<file path="config.mk">
export PLATFORM = sky130hd
export DESIGN_NAME = mult_issue_ctrl_flat
export DESIGN_NICKNAME = d
export VERILOG_FILES = /design/src/rtl/mult_issue_if.sv /design/src/rtl/mult_issue_ctrl.sv /design/src/flat_wrapper.sv
export SDC_FILE = /design/constraint.sdc
export NUM_CORES = 1
export LEC_CHECK = 0
export ABC_CLOCK_PERIOD_IN_PS = 1800
export CAP_MARGIN = 20
export CORE_UTILIZATION = 41
export DETAILED_ROUTE_END_ITERATION = 8
export PLACE_DENSITY = 0.92
export SYNTH_ARGS = -nofsm -noshare
export SYNTH_HDL_FRONTEND = slang
export SYNTH_SLANG_ARGS = --single-unit
</file>
<file path="constraint.sdc">
create_clock -name clk -period 1.8 [get_ports clk]
set_clock_uncertainty 0.05 [all_clocks]
set_input_delay 0.36 -clock clk [delete_from_list [all_inputs] [get_ports clk]]
set_output_delay 0.36 -clock clk [all_outputs]
set_load 0.02 [all_outputs]
</file>
<file path="src/rtl/mult_issue_if.sv">
// Operand request, product response and multu-side signals of mult_issue_ctrl.
// slave = the controller; master = the issuing datapath / multu environment.
interface mult_issue_if #(
   parameter int WIDTH = 32
);
   logic             req_valid;
   logic             req_ready;
   logic [WIDTH-1:0] req_a;
   logic [WIDTH-1:0] req_b;
   logic [WIDTH-1:0] mul_a;
   logic [WIDTH-1:0] mul_b;
   logic             mul_reset;
   logic             mul_do;
   logic [WIDTH-1:0] mul_out;
   logic             mul_done;
   logic             rsp_valid;
   logic             rsp_ready;
   logic [WIDTH-1:0] rsp_data;
   logic             rsp_err;
   logic             busy;

   modport slave (
      input  req_valid, req_a, req_b, rsp_ready, mul_out, mul_done,
      output req_ready, rsp_valid, rsp_data, rsp_err, busy, mul_a, mul_b, mul_reset, mul_do
   );

   modport master (
      output req_valid, req_a, req_b, rsp_ready, mul_out, mul_done,
      input  req_ready, rsp_valid, rsp_data, rsp_err, busy, mul_a, mul_b, mul_reset, mul_do
   );
endinterface

</file>
<file path="src/rtl/mult_issue_ctrl.sv">
// Issue controller for multu: one op in flight, CLEAR/START/WAIT sequencing, product held until taken.
// Latency: accept c0, CLEAR c1, START c2, WAIT from c3, rsp_valid the cycle after mul_done seen in WAIT.
// Backpressure: req_ready only in IDLE; rsp held until rsp_ready. MULT_TIMEOUT_EN adds the WAIT abort.
module mult_issue_ctrl #(
   parameter int WIDTH          = 32,
   parameter int TIMEOUT_CYCLES = 96
) (
   input  logic        clk,
   input  logic        reset,
   mult_issue_if.slave bus
);

   typedef enum logic [2:0] {
      S_IDLE,
      S_CLEAR,
      S_START,
      S_WAIT,
      S_RESP
   } state_t;

   state_t           state_q;
   logic             req_ready_q;
   logic             mul_reset_q;
   logic             mul_do_q;
   logic             rsp_valid_q;
   logic             busy_q;
   logic [WIDTH-1:0] mul_a_q;
   logic [WIDTH-1:0] mul_b_q;
   logic [WIDTH-1:0] rsp_data_q;

   if (TIMEOUT_CYCLES < 2) begin : g_bad_timeout
      $error("mult_issue_ctrl: TIMEOUT_CYCLES must be at least 2");
   end

`ifdef MULT_TIMEOUT_EN
   localparam int               CNT_W    = $clog2(TIMEOUT_CYCLES + 1);
   localparam logic [CNT_W-1:0] CNT_LAST = CNT_W'(TIMEOUT_CYCLES - 1);

   logic [CNT_W-1:0] cnt_q;
   logic [CNT_W-1:0] cnt_d;
   logic             rsp_err_q;

   always_comb begin
      cnt_d = cnt_q;
      if (cnt_q != '1) cnt_d = cnt_q + CNT_W'(1);
   end

   assign bus.rsp_err = rsp_err_q;
`else
   assign bus.rsp_err = 1'b0;
`endif

   always_ff @(posedge clk) begin
      if (!reset) begin
         state_q     <= S_IDLE;
         req_ready_q <= 1'b1;
         mul_reset_q <= 1'b1;
         mul_do_q    <= 1'b0;
         mul_a_q     <= '0;
         mul_b_q     <= '0;
         rsp_valid_q <= 1'b0;
         rsp_data_q  <= '0;
         busy_q      <= 1'b0;
`ifdef MULT_TIMEOUT_EN
         rsp_err_q   <= 1'b0;
         cnt_q       <= '0;
`endif
      end else begin
         case (state_q)
            S_IDLE: begin
               if (bus.req_valid && req_ready_q) begin
                  mul_a_q     <= bus.req_a;
                  mul_b_q     <= bus.req_b;
                  req_ready_q <= 1'b0;
                  busy_q      <= 1'b1;
                  mul_reset_q <= 1'b1;
                  state_q     <= S_CLEAR;
               end else begin
                  mul_reset_q <= 1'b0;
               end
            end
            // multu's done/out may still carry the previous op; the clear cycle flushes them.
            S_CLEAR: begin
               mul_reset_q <= 1'b0;
               mul_do_q    <= 1'b1;
               state_q     <= S_START;
            end
            S_START: begin
               mul_do_q <= 1'b0;
               state_q  <= S_WAIT;
`ifdef MULT_TIMEOUT_EN
               cnt_q    <= '0;
`endif
            end
            S_WAIT: begin
               if (bus.mul_done) begin
                  rsp_data_q  <= bus.mul_out;
                  rsp_valid_q <= 1'b1;
                  state_q     <= S_RESP;
`ifdef MULT_TIMEOUT_EN
                  rsp_err_q   <= 1'b0;
               end else if (cnt_q == CNT_LAST) begin
                  rsp_data_q  <= '0;
                  rsp_err_q   <= 1'b1;
                  rsp_valid_q <= 1'b1;
                  state_q     <= S_RESP;
               end else begin
                  cnt_q <= cnt_d;
`endif
               end
            end
            S_RESP: begin
               if (bus.rsp_ready) begin
                  rsp_valid_q <= 1'b0;
                  req_ready_q <= 1'b1;
                  busy_q      <= 1'b0;
                  state_q     <= S_IDLE;
               end
            end
            default: begin
               state_q     <= S_IDLE;
               req_ready_q <= 1'b1;
               mul_do_q    <= 1'b0;
               rsp_valid_q <= 1'b0;
               busy_q      <= 1'b0;
            end
         endcase
      end
   end

   assign bus.req_ready = req_ready_q;
   assign bus.mul_a     = mul_a_q;
   assign bus.mul_b     = mul_b_q;
   assign bus.mul_reset = mul_reset_q;
   assign bus.mul_do    = mul_do_q;
   assign bus.rsp_valid = rsp_valid_q;
   assign bus.rsp_data  = rsp_data_q;
   assign bus.busy      = busy_q;

endmodule

</file>
<file path="src/flat_wrapper.sv">
// flat-port wrapper written by rule: the top's interface ports become plain ports
module mult_issue_ctrl_flat 
#(
   parameter int WIDTH          = 32,
   parameter int TIMEOUT_CYCLES = 96
)
  (clk, reset, bus_req_valid, bus_req_a, bus_req_b, bus_rsp_ready, bus_mul_out, bus_mul_done, bus_req_ready, bus_rsp_valid, bus_rsp_data, bus_rsp_err, bus_busy, bus_mul_a, bus_mul_b, bus_mul_reset, bus_mul_do);
  mult_issue_if #(.WIDTH(WIDTH)) bus_i ();
  input  logic clk;
  input  logic reset;
  input wire logic [$bits(bus_i.req_valid)-1:0] bus_req_valid;
  input wire logic [$bits(bus_i.req_a)-1:0] bus_req_a;
  input wire logic [$bits(bus_i.req_b)-1:0] bus_req_b;
  input wire logic [$bits(bus_i.rsp_ready)-1:0] bus_rsp_ready;
  input wire logic [$bits(bus_i.mul_out)-1:0] bus_mul_out;
  input wire logic [$bits(bus_i.mul_done)-1:0] bus_mul_done;
  output wire logic [$bits(bus_i.req_ready)-1:0] bus_req_ready;
  output wire logic [$bits(bus_i.rsp_valid)-1:0] bus_rsp_valid;
  output wire logic [$bits(bus_i.rsp_data)-1:0] bus_rsp_data;
  output wire logic [$bits(bus_i.rsp_err)-1:0] bus_rsp_err;
  output wire logic [$bits(bus_i.busy)-1:0] bus_busy;
  output wire logic [$bits(bus_i.mul_a)-1:0] bus_mul_a;
  output wire logic [$bits(bus_i.mul_b)-1:0] bus_mul_b;
  output wire logic [$bits(bus_i.mul_reset)-1:0] bus_mul_reset;
  output wire logic [$bits(bus_i.mul_do)-1:0] bus_mul_do;
  assign bus_i.req_valid = bus_req_valid;
  assign bus_i.req_a = bus_req_a;
  assign bus_i.req_b = bus_req_b;
  assign bus_i.rsp_ready = bus_rsp_ready;
  assign bus_i.mul_out = bus_mul_out;
  assign bus_i.mul_done = bus_mul_done;
  assign bus_req_ready = bus_i.req_ready;
  assign bus_rsp_valid = bus_i.rsp_valid;
  assign bus_rsp_data = bus_i.rsp_data;
  assign bus_rsp_err = bus_i.rsp_err;
  assign bus_busy = bus_i.busy;
  assign bus_mul_a = bus_i.mul_a;
  assign bus_mul_b = bus_i.mul_b;
  assign bus_mul_reset = bus_i.mul_reset;
  assign bus_mul_do = bus_i.mul_do;
  mult_issue_ctrl #(.WIDTH(WIDTH), .TIMEOUT_CYCLES(TIMEOUT_CYCLES)) u_core (.clk(clk), .reset(reset), .bus(bus_i));
endmodule
</file>
==> impl_metrics.ini, run 1 <==
[outcome]
status = completed

[clock_network]
clk_path_buf_depth = 2
postCtsSetupBuffers = 0
clock_latency_ns = 0.35
tritoncts = done
h-tree-depth = 3
cts_buffers = 9
clk_pin_slew_ns = 0.09
cts_root_buffer = clkbuf_8
clock-sinks = 104

[route]
drtPass1Iterations = 4
routed_wl_mm = 10.8
viasPerCell = 4.63
ant_nets = 0
vias = 3636
first_iter_violations = 102
drc_errors = 0
wire_per_inst_um = 13.8

[setup_path]
worstRegToRegCells = 4
cp-start-kind = flop
critPathLaunch = u_core.bus.rsp_valid
endpoint_kind = output port
cp_data_required_time_ns = 1.39
crit_path_end = bus_rsp_valid
r2r-end = u_core.bus.mul_b[31]
path_depth = 1
rrSetupSlack_ns = 0.13
crit_buf_inv = 1
crit_family = buffers and inverters
crit_slowest_cell = clkdlybuf4s50_1
cp_cell_sequence = clkdlybuf4s50_1
slowest_delay_ns = 0.65
crit_type = reg2out
arrival_ns = 1.33
r2r-start = u_core.state_q[2]
crit_path_max_fanout = 2

[synthesis]
ys_seq_area_frac = 0.500
netlist_area_um2 = 4170
post_synth_xor_area_fraction = 0
ys_types = 29
syn_avg_cell_area_um2 = 9.08
synth_top_family_by_area = simple AND/OR/NAND/NOR gates
syn_nets = 560
synthAdderAreaFrac = 0
synth_seq_cells = 104
yosys_warnings = 0
synth_simple_gate_area_share = 0.201
synth_cells = 459
synth.area.mux_share = 0.156
synth_compound_area_frac = 0.0748

[place]
place_hpwl_mm = 8.09
gp_congestion = 0.749
portBuffers = 201

[floorplan]
fp-row-count = 36
core_um2 = 9820
dieHeight_um = 103
num_io_pins = 203
initial_core_util = 0.424
die_w_um = 103
dieArea_um2 = 10600

[pwr]
p_per_area_nw_per_um2 = 791
finalPower_mw = 5.10
vdd_drop_max_mv = 0.402
p_leak_nw = 2.55

[final_layout]
final_cell_mix = nand2_1 (195), clkdlybuf4s50_1 (190), dfxtp_1 (104)
final_layout_size_suffix_gt1_frac = 0.0460
area_delta_synth_final_pct = 54.6
antenna_cells = 0
layout_commonest_cell = nand2_1
final_nets = 749
fillerInstances = 802

[sta]
setup_viol = 0
finalHoldViolCount = 0
slew_viol_final = 0
fin_tns_setup_ns = 0
max_freq_ghz = 0.574
period_share = 0.968
rsz0062_at_grt = no
final.min_clock_period_ns = 1.74

[global_route]
grt_pass1_vias = 3672
grt_pass1_wl_mm = 16.6
grt_overflow_total = 0
grt_start_max_net_pins = 59
antenna_found_initial = 0
grt_usage = 0.203

[flow_run]
cap_violations = 0

[min_path]
hp-class = in2reg
min_path_cells = 2
## synth_stat cells
library cell	instances	area share
and2_1	1	0.0015
mux2i_1	65	0.16
nor2_1	1	0.00090
nor3b_1	1	0.0018
o31ai_1	1	0.0018
nor2b_1	3	0.0045
a21oi_1	4	0.0048
nor4b_4	1	0.0057
dfxtp_1	104	0.50
inv_1	1	0.00090
and4b_2	1	0.0027
o21ai_0	3	0.0036
and2b_2	1	0.0021
conb_1	1	0.00090
a31oi_1	1	0.0015
nand4b_1	1	0.0021
nand3_1	1	0.0012
and2_4	1	0.0021
clkbuf_1	22	0.020
buf_12	7	0.034
nor3_1	1	0.0012
a21o_2	1	0.0021
a21boi_1	4	0.0072
buf_2	1	0.0012
buf_6	1	0.0027
buf_4	5	0.0090
a21boi_0	29	0.052
nand2_1	195	0.18
o22ai_1	1	0.0015
## state kept, by name, summed over array words and instances (netlist names)
register / count
u_core.bus.busy: 1
u_core.bus.rsp_data: 32
u_core.bus.mul_a: 32
u_core.bus.mul_do: 1
u_core.state_q: 3
u_core.bus.rsp_valid: 1
u_core.bus.mul_b: 32
u_core.bus.req_ready: 1
u_core.bus.mul_reset: 1
## how the worst min path moves through the flow
stage,to,slack [ns],start
floorplan,u_core.state_q[1],0.42,bus_mul_done
global placement,u_core.bus.rsp_data[7],0.39,u_core.bus.rsp_data[7]
detailed placement,u_core.bus.mul_b[22],0.40,u_core.bus.mul_b[22]
CTS,u_core.bus.req_ready,0.30,reset
global route,u_core.bus.mul_reset,0.33,reset
finish,u_core.bus.req_ready,0.32,reset
## stage by stage
| stage | hold WS (ns) | utilization | setup WS [ns] | instances | area [um^2] |
|---|---|---|---|---|---|
| 2_1_floorplan | 0.420 | - | 0.353 | 459 | 4170 |
| 3_3_place_gp | 0.390 | 0.637 | -0.0707 | 770 | 6250 |
| 3_5_place_dp | 0.398 | 0.637 | -0.215 | 770 | 6250 |
| 4_1_cts | 0.301 | 0.654 | 0.0187 | 785 | 6420 |
| 5_1_grt | 0.330 | 0.656 | 0.00218 | 785 | 6440 |
| 6_report | 0.325 | 0.656 | 0.0575 | 785 | 6440 |
## repair_timing
action                                 CTS  global route
setup endpoints to repair                0            10
endpoints found under the hold margin    0             0
hold buffers                             0             0
resized for setup                        0            10
## cells by family (layout without fill, tap and decap cells)
kind of cell | Yosys count | in the layout
buffers and inverters | 37 | 230
multiplexers | 65 | 65
AO/OA/AOI/OAI | 44 | 44
flip-flops | 104 | 104
AND/OR/NAND/NOR | 208 | 208
other | 1 | 1
## per-layer routing
layer | share of wire | up-vias | GRT usage
met3 | 0.059 | 23 | 0.0420
met4 | 0.027 | 0 | 0.116
met2 | 0.52 | 125 | 0.366
met5 | 0 | - | 0
li1 | - | 1845 | -
met1 | 0.39 | 1643 | 0.220
## area by class of cell
| type | count | area [um^2] | area share |
|---|---|---|---|
| multi-input combinational | 318 | 1810 | 0.280 |
| sequential | 104 | 2080 | 0.323 |
| clock buffer | 15 | 166 | 0.0258 |
| inverter | 1 | 3.75 | 0.000583 |
| tap | 133 | 166 | 0.0258 |
| timing repair buffer | 214 | 2220 | 0.344 |
## power breakdown
| group | switching (mW) | total [mW] | internal (mW) |
|---|---|---|---|
| sequential | 0.0978 | 2.56 | 2.46 |
| combinational | 0.570 | 1.25 | 0.683 |
| clock | 0.708 | 1.28 | 0.576 |
| total | 1.38 | 5.10 | 3.72 |
Note: power is estimated with default switching activity, not from simulation.
==> inputs of run 2 (changes only) <==
--- a/config.mk
+++ b/config.mk
@@ -5,11 +5,13 @@
 export SDC_FILE = /design/constraint.sdc
 export NUM_CORES = 1
 export LEC_CHECK = 0
-export ABC_CLOCK_PERIOD_IN_PS = 1800
+export ABC_CLOCK_PERIOD_IN_PS = 1600
 export CAP_MARGIN = 20
-export CORE_UTILIZATION = 41
+export CORE_ASPECT_RATIO = 1.5
+export CORE_MARGIN = 2
+export CORE_UTILIZATION = 37
 export DETAILED_ROUTE_END_ITERATION = 8
-export PLACE_DENSITY = 0.92
+export PLACE_DENSITY = 0.88
 export SYNTH_ARGS = -nofsm -noshare
 export SYNTH_HDL_FRONTEND = slang
 export SYNTH_SLANG_ARGS = --single-unit
==> constraint.sdc (replaced) <==
create_clock -name clk -period 1.6 [get_ports clk]
set_clock_uncertainty 0.05 [all_clocks]
set_input_delay 0.32 -clock clk [delete_from_list [all_inputs] [get_ports clk]]
set_output_delay 0.32 -clock clk [all_outputs]
set_load 0.02 [all_outputs]
==> impl_metrics.ini, run 2 (synthesis gave the netlist of run 1 again) <==
[pwr]
p_sw_mw = 1.74
pwr-share-seq = 0.438
p_per_area_nw_per_um2 = 1010
p_comb_frac = 0.200
p_sw_frac = 0.265
intPower_mw = 4.82
vdd_drop_max_mv = 0.527
p_leak_nw = 2.91
clockPowerShare = 0.361
finalPower_mw = 6.55

[clock_network]
clock_latency_ns = 0.34
clock-sinks = 104
h-tree-depth = 3
ctsHoldBuffers = 0
postCtsSetupBuffers = 0
cts_root_buffer = clkbuf_16
clk_path_buf_depth = 2
clk_pin_slew_ns = 0.07
tritoncts = done
cts_buffers = 9

[min_path]
hp-class = in2reg
hp-start = reset

[sta]
slew_viol_final = 0
setup_viol = 0
rsz0062_at_grt = no
period_share = 0.930
final.min_clock_period_ns = 1.49
max_freq_ghz = 0.672
hold_slack_ns = 0.368
finalHoldViolCount = 0

[floorplan]
core_um2 = 11000
initial_core_util = 0.379
dieArea_um2 = 12100
dieHeight_um = 134
num_io_pins = 203
fp-row-count = 47
die_w_um = 90.7

[route]
routed_wl_mm = 10.9
viasPerCell = 4.64
first_iter_violations = 139
ant_nets = 0
drtPass1Iterations = 4
wire_per_inst_um = 13.6
vias = 3718
drc_errors = 0

[setup_path]
cp-start-kind = flop
endpoint_kind = output port
rrSetupSlack_ns = 0.12
arrival_ns = 1.12
cp_data_required_time_ns = 1.23
crit_path_max_fanout = 5
crit_family = flip-flops
crit_type = reg2out
r2r-start = u_core.state_q[2]
crit_buf_inv = 1
crit_slowest_cell = dfxtp_1
cp_cell_sequence = dlygate4sd2_1
slowest_delay_ns = 0.40
critPathLaunch = u_core.bus.req_ready

[global_route]
grt_usage = 0.177
grt_start_max_net_pins = 72
grt_pass1_vias = 3745
grt_overflow_total = 0
grt_pass1_wl_mm = 17.6
antenna_found_initial = 0

[flow_run]
cap_violations = 0

[final_layout]
final_nets = 751
final_layout_size_suffix_gt1_frac = 0.0565
layout_commonest_cell = nand2_1
antenna_cells = 0
area_delta_synth_final_pct = 56.0
final_cell_mix = nand2_1 (195), dfxtp_1 (104), dlygate4sd2_1 (101)
fillerInstances = 967

[place]
gp_congestion = 0.723
portBuffers = 201
place_hpwl_mm = 8.09

[outcome]
status = completed
-- run 2: routing by layer --
layer / GRT usage / up-vias / share of wire
li1: - / 1858 / -
met1: 0.190 / 1695 / 0.39
met2: 0.330 / 144 / 0.53
met3: 0.0376 / 21 / 0.063
met4: 0.0778 / 0 / 0.026
met5: 0 / - / 0
-- run 2: timing repair --
action / in CTS / in global routing
setup endpoints to repair: 101 / 13
cloned: 0 / 1
gates resized for setup: 101 / 2
-- run 2: through the flow --
| stage | std cells | instance area, um^2 | utilization | setup slack, ns | setup TNS, ns |
|---|---|---|---|---|---|
| floorplan | 459 | 4170 | - | 0.153 | 0 |
| global route | 802 | 6500 | 0.591 | 0.0227 | 0 |
| global placement | 785 | 6260 | 0.570 | -0.234 | -13.49 |
| detailed placement | 785 | 6260 | 0.570 | -0.280 | -15.84 |
| CTS | 801 | 6460 | 0.588 | 0.0663 | 0 |
| finish | 802 | 6500 | 0.591 | 0.112 | 0 |
-- run 2: power by group through the flow --
stage | sequential (mW) | clock [mW] | combinational, mW
3_3_place_gp | 2.93 | 0 | 1.38
5_1_grt | 2.89 | 2.51 | 1.41
3_5_place_dp | 2.93 | 0 | 1.41
2_1_floorplan | 3.14 | 0 | 0.568
6_report | 2.87 | 2.37 | 1.31
4_1_cts | 2.87 | 2.42 | 1.30
-- run 2: final timing paths --
| path | endpoint | cells after the start |
|---|---|---|
| max reg2reg | u_core.bus.mul_a[5] | 4 |
| min | u_core.state_q[0] | 3 |
| min reg2reg | u_core.bus.mul_b[29] | 2 |
| max | bus_req_ready | 1 |
-- run 2: layout make-up --
class / instances / area (um^2) / area share
Timing Repair Buffer: 216 / 2100 / 0.323
Sequential cell: 104 / 2080 / 0.320
Multi-Input combinational cell: 318 / 1810 / 0.278
Clock buffer: 9 / 225 / 0.0346
Tap cell: 147 / 184 / 0.0283
Clock inverter: 7 / 101 / 0.0156
Inverter: 1 / 3.75 / 0.000577
